$ cat src/rtl/tone_gen_pkg.sv
// Shared definitions for the piano tone path: FSM encoding, note frequencies
// and the half-period formula that the key-to-tone selector also uses.
package tone_gen_pkg;

  typedef enum logic [1:0] {
    ST_IDLE = 2'd0,
    ST_HIGH = 2'd1,
    ST_LOW  = 2'd2
  } state_e;

  localparam int unsigned CLK_HZ_DEFAULT = 48000000;

  localparam int unsigned A4_HZ = 440;
  localparam int unsigned G4_HZ = 392;
  localparam int unsigned F4_HZ = 349;
  localparam int unsigned C4_HZ = 262;

  // Number of extra cycles per half period: half period = result + 1 cycles.
  function automatic int unsigned half_period(input int unsigned clk_hz,
                                              input int unsigned note_hz);
    return clk_hz / note_hz / 2 - 1;
  endfunction

endpackage

$ cat src/rtl/tone_gen_halfperiod_counter.sv
// Loadable down-counter timing one half period; it parks at zero and
// reports zero so the FSM can reload it on the last cycle of a phase.
module halfperiod_counter #(
  parameter int WIDTH = 17
) (
  input  logic             clk,
  input  logic             rst,
  input  logic             load,
  input  logic [WIDTH-1:0] value,
  output logic             zero
);

  logic [WIDTH-1:0] cnt_q;
  logic [WIDTH-1:0] cnt_d;

  always_comb begin
    cnt_d = cnt_q;
    if (load) begin
      cnt_d = value;
    end else if (cnt_q != '0) begin
      cnt_d = cnt_q - WIDTH'(1);
    end
  end

  always_ff @(posedge clk) begin
    if (rst) begin
      cnt_q <= '0;
    end else begin
      cnt_q <= cnt_d;
    end
  end

  assign zero = (cnt_q == '0);

endmodule

$ cat src/rtl/tone_gen.sv
// Square-wave speaker driver: HIGH and LOW phases of tone+1 cycles each,
// starting and stopping only on full-period boundaries.
module tone_gen
  import tone_gen_pkg::*;
#(
  parameter int unsigned INPUT = CLK_HZ_DEFAULT,
  parameter int          WIDTH = $clog2(half_period(INPUT, C4_HZ))
) (
  input  logic             clk,
  input  logic             rst,
  input  logic             en,
  input  logic [WIDTH-1:0] tone,
  output logic             speaker,
  output logic             active,
  output logic             cycle_done
);

  state_e           state_q, state_d;
  logic [WIDTH-1:0] tone_q, tone_d;
  logic             speaker_q, speaker_d;
  logic             active_q, active_d;
  logic             done_q, done_d;

  logic             cnt_load;
  logic [WIDTH-1:0] cnt_value;
  logic             cnt_zero;

  halfperiod_counter #(
    .WIDTH(WIDTH)
  ) u_counter (
    .clk   (clk),
    .rst   (rst),
    .load  (cnt_load),
    .value (cnt_value),
    .zero  (cnt_zero)
  );

  // tone is only latched at a period start so HIGH and LOW share one value.
  always_comb begin
    state_d   = state_q;
    tone_d    = tone_q;
    cnt_load  = 1'b0;
    cnt_value = tone_q;
    done_d    = 1'b0;
    case (state_q)
      ST_IDLE: begin
        if (en) begin
          tone_d    = tone;
          cnt_load  = 1'b1;
          cnt_value = tone;
          state_d   = ST_HIGH;
        end
      end
      ST_HIGH: begin
        if (cnt_zero) begin
          cnt_load  = 1'b1;
          cnt_value = tone_q;
          state_d   = ST_LOW;
        end
      end
      ST_LOW: begin
        if (cnt_zero) begin
          done_d = 1'b1;
          if (en) begin
            tone_d    = tone;
            cnt_load  = 1'b1;
            cnt_value = tone;
            state_d   = ST_HIGH;
          end else begin
            state_d = ST_IDLE;
          end
        end
      end
      default: begin
        state_d = ST_IDLE;
      end
    endcase
    speaker_d = (state_d == ST_HIGH);
    active_d  = (state_d != ST_IDLE);
  end

  always_ff @(posedge clk) begin
    if (rst) begin
      state_q   <= ST_IDLE;
      tone_q    <= '0;
      speaker_q <= 1'b0;
      active_q  <= 1'b0;
      done_q    <= 1'b0;
    end else begin
      state_q   <= state_d;
      tone_q    <= tone_d;
      speaker_q <= speaker_d;
      active_q  <= active_d;
      done_q    <= done_d;
    end
  end

  assign speaker    = speaker_q;
  assign active     = active_q;
  assign cycle_done = done_q;

endmodule

$ cat config.mk
export PLATFORM = sky130hd
export DESIGN_NAME = tone_gen
export DESIGN_NICKNAME = d
export VERILOG_FILES = /design/src/rtl/tone_gen_pkg.sv /design/src/rtl/tone_gen_halfperiod_counter.sv /design/src/rtl/tone_gen.sv
export SDC_FILE = /design/constraint.sdc
export NUM_CORES = 1
export LEC_CHECK = 0
export CAP_MARGIN = 20
export CORE_MARGIN = 2
export CORE_UTILIZATION = 57
export CTS_BUF_LIST = sky130_fd_sc_hd__clkbuf_8
export CTS_CLUSTER_DIAMETER = 150
export DETAILED_ROUTE_END_ITERATION = 10
export GPL_TIMING_DRIVEN = 0
export HOLD_SLACK_MARGIN = 0.15
export PLACE_DENSITY = 0.83
export SLEW_MARGIN = 0
export SYNTH_ARGS = -nofsm -noshare
export SYNTH_HDL_FRONTEND = slang
export SYNTH_SLANG_ARGS = --single-unit
$ cat constraint.sdc
create_clock -name clk -period 2.4 [get_ports clk]
set_input_delay 0.36 -clock clk [delete_from_list [all_inputs] [get_ports clk]]
set_output_delay 0.36 -clock clk [all_outputs]
set_load 0.01 [all_outputs]
# ---- Word-level counts from Yosys, hierarchy flattened
# Index checks and enable logic that the tools add are counted.
dict set report classes {
  add_sub_neg 1
  n_eq_ne 3
  mux 14
  bitwise 1
  n_reduce_logical 6
}
# cell count
set ops {}
lappend ops {{17-bit two-way mux} 4}
lappend ops {{17-bit case mux with 2 select lines} 1}
lappend ops {{17-bit logical NOT} 1}
lappend ops {{17-bit nonzero test} 1}
lappend ops {{17-bit by 1-bit subtractor with 17-bit output, second input constant} 1}
lappend ops {{2-bit two-way mux} 3}
lappend ops {{2-bit case mux with 3 select lines} 1}
lappend ops {{2-bit by 1-bit equality test with 1-bit output, second input constant} 2}
lappend ops {{1-bit two-way mux} 4}
lappend ops {{2-bit nonzero test} 2}
lappend ops {{1-bit case mux with 3 select lines} 1}
lappend ops {{2-bit equality test, second input constant} 1}
lappend ops {{2-bit logical NOT} 1}
lappend ops {{2-bit OR reduction} 1}
lappend ops {{1-bit NOT} 1}
dict set report word_totals {
  ff_bits 39
  out_inout_bits 3
  word_cells 31
}

# ---- Longest topological paths before layout
# Gate-level depths: netlist (run 1).
dict set report logic_depth {
  depth_word 4
  ltp_mapped 9
  ltp_nobuf 7
}

# ---- Modules after synthesis
# A second synthesis (run 1) with hierarchy kept.
dict set report hier_totals {
  hier_cells 224
  hier_area_um2 2155.8
}
# mod instances cells_per_inst area_per_inst_um2 seq_area_each_um2
set by_module_without_submodules {}
lappend by_module_without_submodules {tone_gen 1 112 1224.9 440.4}
lappend by_module_without_submodules {halfperiod_counter 1 112 930.9 340.3}

# ---- Worst setup path before layout (run 1)
# OpenSTA, ideal clock, no wires.
dict set report synth_path {
  path_kind {register to register}
  start {register u_counter.cnt_q[0]}
  end {register tone_q[10]}
  t_arrival_ns 1.742
  path_slack_ns 0.526
  stages_incl_launch_ff 10
  path_buffers 2
  synth_period_minus_slack_ns 1.874
  path_cell_list {dfxtp_1 inv_1 ha_1 nor4b_1 nand4_2 a21o_1 buf_2 buf_6 nand2_1 a21oi_1}
}
dict set report synth_between {
  elab_chain_cells 3
}
# element line_no
set synth_lines {}
lappend synth_lines {{start: declaration} tone_gen_halfperiod_counter.sv:13} ;# logic [WIDTH-1:0] cnt_q;
lappend synth_lines {{start signal: assignment} tone_gen_halfperiod_counter.sv:29} ;# cnt_q <= cnt_d;
lappend synth_lines {{17-bit logical NOT} tone_gen_halfperiod_counter.sv:33} ;# assign zero = (cnt_q == '0);
lappend synth_lines {{17-bit two-way mux} -}
lappend synth_lines {{17-bit case mux with 2 select lines} -}
lappend synth_lines {{end signal: assignment} tone_gen.sv:91} ;# tone_q <= tone_d;
lappend synth_lines {{end: declaration} tone_gen.sv:19} ;# logic [WIDTH-1:0] tone_q, tone_d;
# Every way passes these cells.
# A chain may end at the register's enable or synchronous reset.

# ---- Worst setup path in the final report (run 1)
dict set report layout_path {
  start {register u_counter.cnt_q[0]}
  end {register u_counter.cnt_q[11]}
}
dict set report layout_between {
  elab_chain_cells 4
}
# element
set layout_lines {}
lappend layout_lines {{branches (longest 4 deep; another with 17-bit by 1-bit subtractor with 17-bit output)}}
# Several ways; the timed one is not identified. The select of a mux whose other input is x is not followed.

==> results of run 1 <==
-- synth_stat cells, types with 2 or more instances --
library cell and n:
nand2_1 43, dfxtp_1 39, a21oi_1 31, nor2_1 11
o21ai_0 9, xor2_1 9, nor3_1 8, clkbuf_1 7
o221ai_1 7, buf_2 4, nand3_1 4, or4_1 4
a221oi_1 3, inv_1 3, o31ai_1 3, xnor2_1 3
a21oi_2 2, a31oi_1 2, ha_1 2, mux2i_1 2
nand2b_1 2, nor2b_1 2, nor3b_1 2, nor4_2 2
nor4b_1 2, o2111a_1 2
-- power by group through the flow --
stage          Clock, mW  Combinational (mW)  Sequential (mW)
2_1_floorplan          0               0.317            0.788
3_3_place_gp           0               0.419            0.799
3_5_place_dp           0               0.423            0.801
4_1_cts            0.665               0.429            0.790
5_1_grt            0.695               0.479            0.802
6_report           0.658               0.434            0.793
-- area by class of cell --
cell class	count	area (µm²)
multi-input cells	169	1020
fillers	253	797
flip-flops and latches	39	781
repair buffers	21	210
plain buffers	14	70.1
clock buffers	5	68.8
clock inverters	3	67.6
well taps	44	55.1
inverters	3	11.3
-- worst register-to-register path, stage by stage, from the launching register on --
cell and delay, ps:
dfxtp_1 350, inv_1 90, ha_1 200, nor4b_2 170
nand4_2 220, a21oi_2 100, buf_4 190, a21oi_1 510
a31oi_1 150
-- metal layers --
metal	GRT usage	routed length (µm)	part of all wire
met1	0.356	1970	0.44
met2	0.429	2150	0.48
met3	0.0777	316	0.071
met4	0.0776	38	0.0085
met5	0	0	0
-- registers in the layout, summed over array words and instances (netlist names) --
name,count
active,1
cycle_done,1
speaker,1
state_q,2
tone_q,17
u_counter.cnt_q,17
-- kinds of logic after synthesis --
family / after synthesis / share of synthesized area
XOR/XNOR: 12 / 0.0561
adder cells (fa/ha/maj): 2 / 0.0134
AND/OR/NAND/NOR: 86 / 0.233
buffers and inverters: 17 / 0.0434
AO/OA/AOI/OAI: 67 / 0.226
flip-flops: 39 / 0.417
multiplexers: 2 / 0.0107
-- path summary, 6_finish.rpt --
kind / end / cells after the start / start
setup / recovery: u_counter.cnt_q[11] / 8 / u_counter.cnt_q[0]
hold / removal: tone_q[4] / 2 / tone_q[4]
setup reg to reg: u_counter.cnt_q[11] / 8 / u_counter.cnt_q[0]
hold reg to reg: tone_q[4] / 2 / tone_q[4]
-- what timing repair did --
item	4_1_cts	5_1_grt
buffers inserted	0	0
setup endpoints to repair	0	18
resized for setup	0	1
==> metrics, run 1 <==
root buffer cell=clkbuf_8; DR vias=1731; CTS tree=built; antenna-violating nets left=0; Crit Path Class=reg -> reg; residual DRC count=0; maxcap violations=0; ys async rst share=0; most frequent cells in the layout=nand2_1 (43), dfxtp_1 (39), a21oi_1 (31); min setup slack post-route=~270 ps; Worst EP arrival=between 2000 and 2500 ps; ratio of cells with drive above 1 in the final layout=0.0866; routability cong.=0.871; core area=0.00308 mm²; largest net degree at the start of global routing=14; CP Buf/Inv Count=2; dpl ws=31.3 ps; Design Power=between 1.5 and 2 mW; Clock Skews=2.48 ps; later-pin clock latency in the skew report=~300 ps; Tmin final=2130 ps; hold crit path type=reg -> reg; CP max stage cell=a21oi_1; Area growth, synth to finish=21.8%; Initial DRC Count=96; Internal=1.33 mW; Post-DP HPWL=slightly above 3000 µm; nature of the critical path endpoint=register; post-route setup TNS=0 ps; final instance area=about 0.0023 mm²; routed len/inst=approximately 15 µm; RSZ-0062 raised after global routing=false; initial antenna violation count=0; Rows=20; Vias/cell=~5.8; grt total ovfl=0; die footprint=0.00376 mm²; CP peak stage delay=slightly above 500 ps; Ant. Diodes=0; Syn Std Cell Area=0.00187 mm²; Worst slew margin=0.580; nets@finish=275; PwrDens=just over 800 mW/mm²; GR Util All Layers=0.269; Clock transition at path regs=around 80 ps; library cells used by synthesis=43; CP top delay family=compound AO/OA/AOI/OAI gates; Post-synth EDFFs=0; top cells by area in the synthesized netlist=dfxtp_1 (42%), nand2_1 (8.6%), a21oi_1 (8.3%), xor2_1 (4.2%), o221ai_1 (3.3%); R2R setup slack=around 270 ps; sequential share of the synthesized area=0.417; Final Hold Vio Count=0; Top FF cell, synth=dfxtp_1; top-area cell type share of the netlist area=0.417; status=complete, no violations; YS warnings=0; post-layout util=0.741; DP Area=0.00214 mm²; peak supply drop=between 0.5 and 0.6 mV; chip width=around 60 µm; Leak=0.842 nW; actual slew at the worst max-slew pin=roughly 630 ps; Post-Syn Nets=between 200 and 250; Mapped Cells=225; initial core utilization=0.609; CTS Buffer Depth=2; sequential share of power=0.420; clock power share=0.349; most common cell after layout, fill and taps aside=nand2_1; endpoints failing setup=0; worst-path cell chain=inv_1 > ha_1 > nor4b_2 > nand4_2 > a21oi_2 > buf_4 > a21oi_1 > a31oi_1; global-route wire length before repair=roughly 7200 µm; Max Clk Rate=470 MHz; drt total wl=4480 µm; syn_area_per_cell=8.32 µm²; clk sinks=39; final slew viol count=0; switch share=0.295; WP data required=between 2000 and 3000 ps; combinational share of power=0.230; period utilisation layout=0.886; IO Port Bufs=21; Startpoint Class=register; H-tree depth=2; Die Ht=61.3 µm; Finished Layout Cells=298; Hold WS=456 ps; Pre-antenna DRT Iters=4; # IOs=23; CP Max Fanout=10; vias in the first global route=about 1500; TritonCTS buffer count=5; Synth area leader=dfxtp_1; cts hold-fix bufs=0; flops & latches, synth=39; Post-Place Cells=290; Psw=555 µW
No activity file was read; power rests on OpenSTA's default activity.
==> run 2, diff against run 1 <==
- MAX_ROUTING_LAYER: unset -> met4
- TNS_END_PERCENT: unset -> 1
==> run 2 against run 1 <==
Die area did not move. Worst setup slack worse by 3.3 ps. Clock skew is 1.3 ps higher. Clock-buffer cell count unchanged. Critical endpoint unchanged. Largest cell class unchanged. Highest routed layer unchanged.
==> metrics, run 2 (synthesized netlist as in run 1, its figures left out) <==
Crit Path Class=reg -> reg; die footprint=roughly 0.0038 mm²; post-route setup TNS=0 ps; dpl ws=31.3 ps; final slew viol count=0; clk sinks=39; DR vias=1723; chip width=61.3 µm; Max Clk Rate=between 400 and 500 MHz; core area=0.00308 mm²; peak supply drop=0.548 mV; met2 wire length=2150 µm; status=complete, no violations; H-tree depth=2; CP peak stage delay=500 ps; grt total ovfl=0; cts hold-fix bufs=0; later-pin clock latency in the skew report=300 ps; IO Port Bufs=21; post-layout util=0.741; TritonCTS buffer count=5; area of the multi-input gates=approximately 0.0010 mm²; CTS Buffer Depth=2; CP max stage cell=a21oi_1; global-route wire length before repair=7210 µm; Vias/cell=roughly 5.8; Worst slew margin=0.585; final instance area=0.00228 mm²; Area growth, synth to finish=21.8%; nets@finish=275; period utilisation layout=0.888; endpoints failing setup=0; Ant. Diodes=0; drt total wl=4510 µm; Initial DRC Count=129; Clock transition at path regs=80 ps; Leak=0.842 nW; Die Ht=61.3 µm; GR Util All Layers=0.276; residual DRC count=0; DP Area=~0.0021 mm²; vias in the first global route=1517; CP Buf/Inv Count=2; Clock Skews=about 3.8 ps; initial antenna violation count=0; filler instances=253; hold crit path type=reg -> reg; root buffer cell=clkbuf_8; DR WL met3=roughly 240 µm; ratio of cells with drive above 1 in the final layout=0.0866; Setup Buffers After CTS=0; Final Hold Vio Count=0; actual slew at the worst max-slew pin=623 ps; # IOs=23; top flop regs=tone_q x17, u_counter.cnt_q x17, state_q x2; Post-DP HPWL=3080 µm; initial core utilization=0.609; routed len/inst=15.1 µm; antenna-violating nets left=0; maxcap violations=0; CP top delay family=compound AO/OA/AOI/OAI gates; RSZ-0062 raised after global routing=false; most frequent cells in the layout=nand2_1 (43), dfxtp_1 (39), a21oi_1 (31); worst-path cell chain=inv_1 > ha_1 > nor4b_2 > nand4_2 > a21oi_2 > buf_4 > a21oi_1 > a31oi_1; routability cong.=0.885; largest net degree at the start of global routing=14; nature of the critical path endpoint=register; CTS tree=built; routed metal-1 wirelength=roughly 2100 µm; min setup slack post-route=about 270 ps; PwrDens=827 mW/mm²; Tmin final=2130 ps; most common cell after layout, fill and taps aside=nand2_1; Pre-antenna DRT Iters=4; CP Max Fanout=10; Startpoint Class=register; Worst EP arrival=2280 ps; register area=781 µm²; Rows=20; WP data required=2550 ps; top sig layer=met4
-- run 2: cell counts in the layout (fill, tap and decap cells not counted) --
Identical to the previous run, type by type.
-- run 2: power breakdown --
group,leakage (nW),switching (mW),internal [mW]
Combinational,0.456,0.237,0.198
Sequential,0.322,0.0758,0.717
Clock,0.0644,0.244,0.415
-- run 2: final cells by class --
cell class                 instances  area share
clock buffer                       5      0.0302
tap                               44      0.0241
timing repair buffer              21      0.0922
inverter                           3     0.00494
buffer                            14      0.0307
sequential                        39       0.342
clock inverter                     3      0.0296
multi-input combinational        169       0.446
-- run 2: final timing paths --
check	start	to	slack [ps]	cells after the start
hold reg to reg	tone_q[4]	tone_q[4]	460	2
setup reg to reg	u_counter.cnt_q[0]	u_counter.cnt_q[11]	270	8
setup / recovery	u_counter.cnt_q[0]	u_counter.cnt_q[11]	270	8
hold / removal	tone_q[4]	tone_q[4]	460	2
-- run 2: tightest hold or removal path: cells and delay by family, from the launching register on --
family | cells | cell delay [ps]
flops | 1 | 310
compound gates | 1 | 50
simple gates | 1 | 50
-- run 2: metrics by stage --
| stage | hold WS (ps) | power [mW] | instances |
|---|---|---|---|
| after floorplan | 433 | 1.10 | 225 |
| after global placement | 442 | 1.22 | 290 |
| after detailed placement | 447 | 1.22 | 290 |
| after CTS | 458 | 1.88 | 298 |
| after global routing | 474 | 1.97 | 298 |
| final | 456 | 1.89 | 298 |
-- run 2: metal layers --
layer,track usage,vias to the layer above
met3,0.0588,4
met4,0.0963,0
li1,-,870
met2,0.429,53
met1,0.355,796
met5,-,-
-- run 2: repair_timing --
| item | CTS | global route |
|---|---|---|
| gates resized for setup | 0 | 1 |
| hold endpoints to repair | 0 | 0 |
| setup endpoints to repair | 0 | 18 |
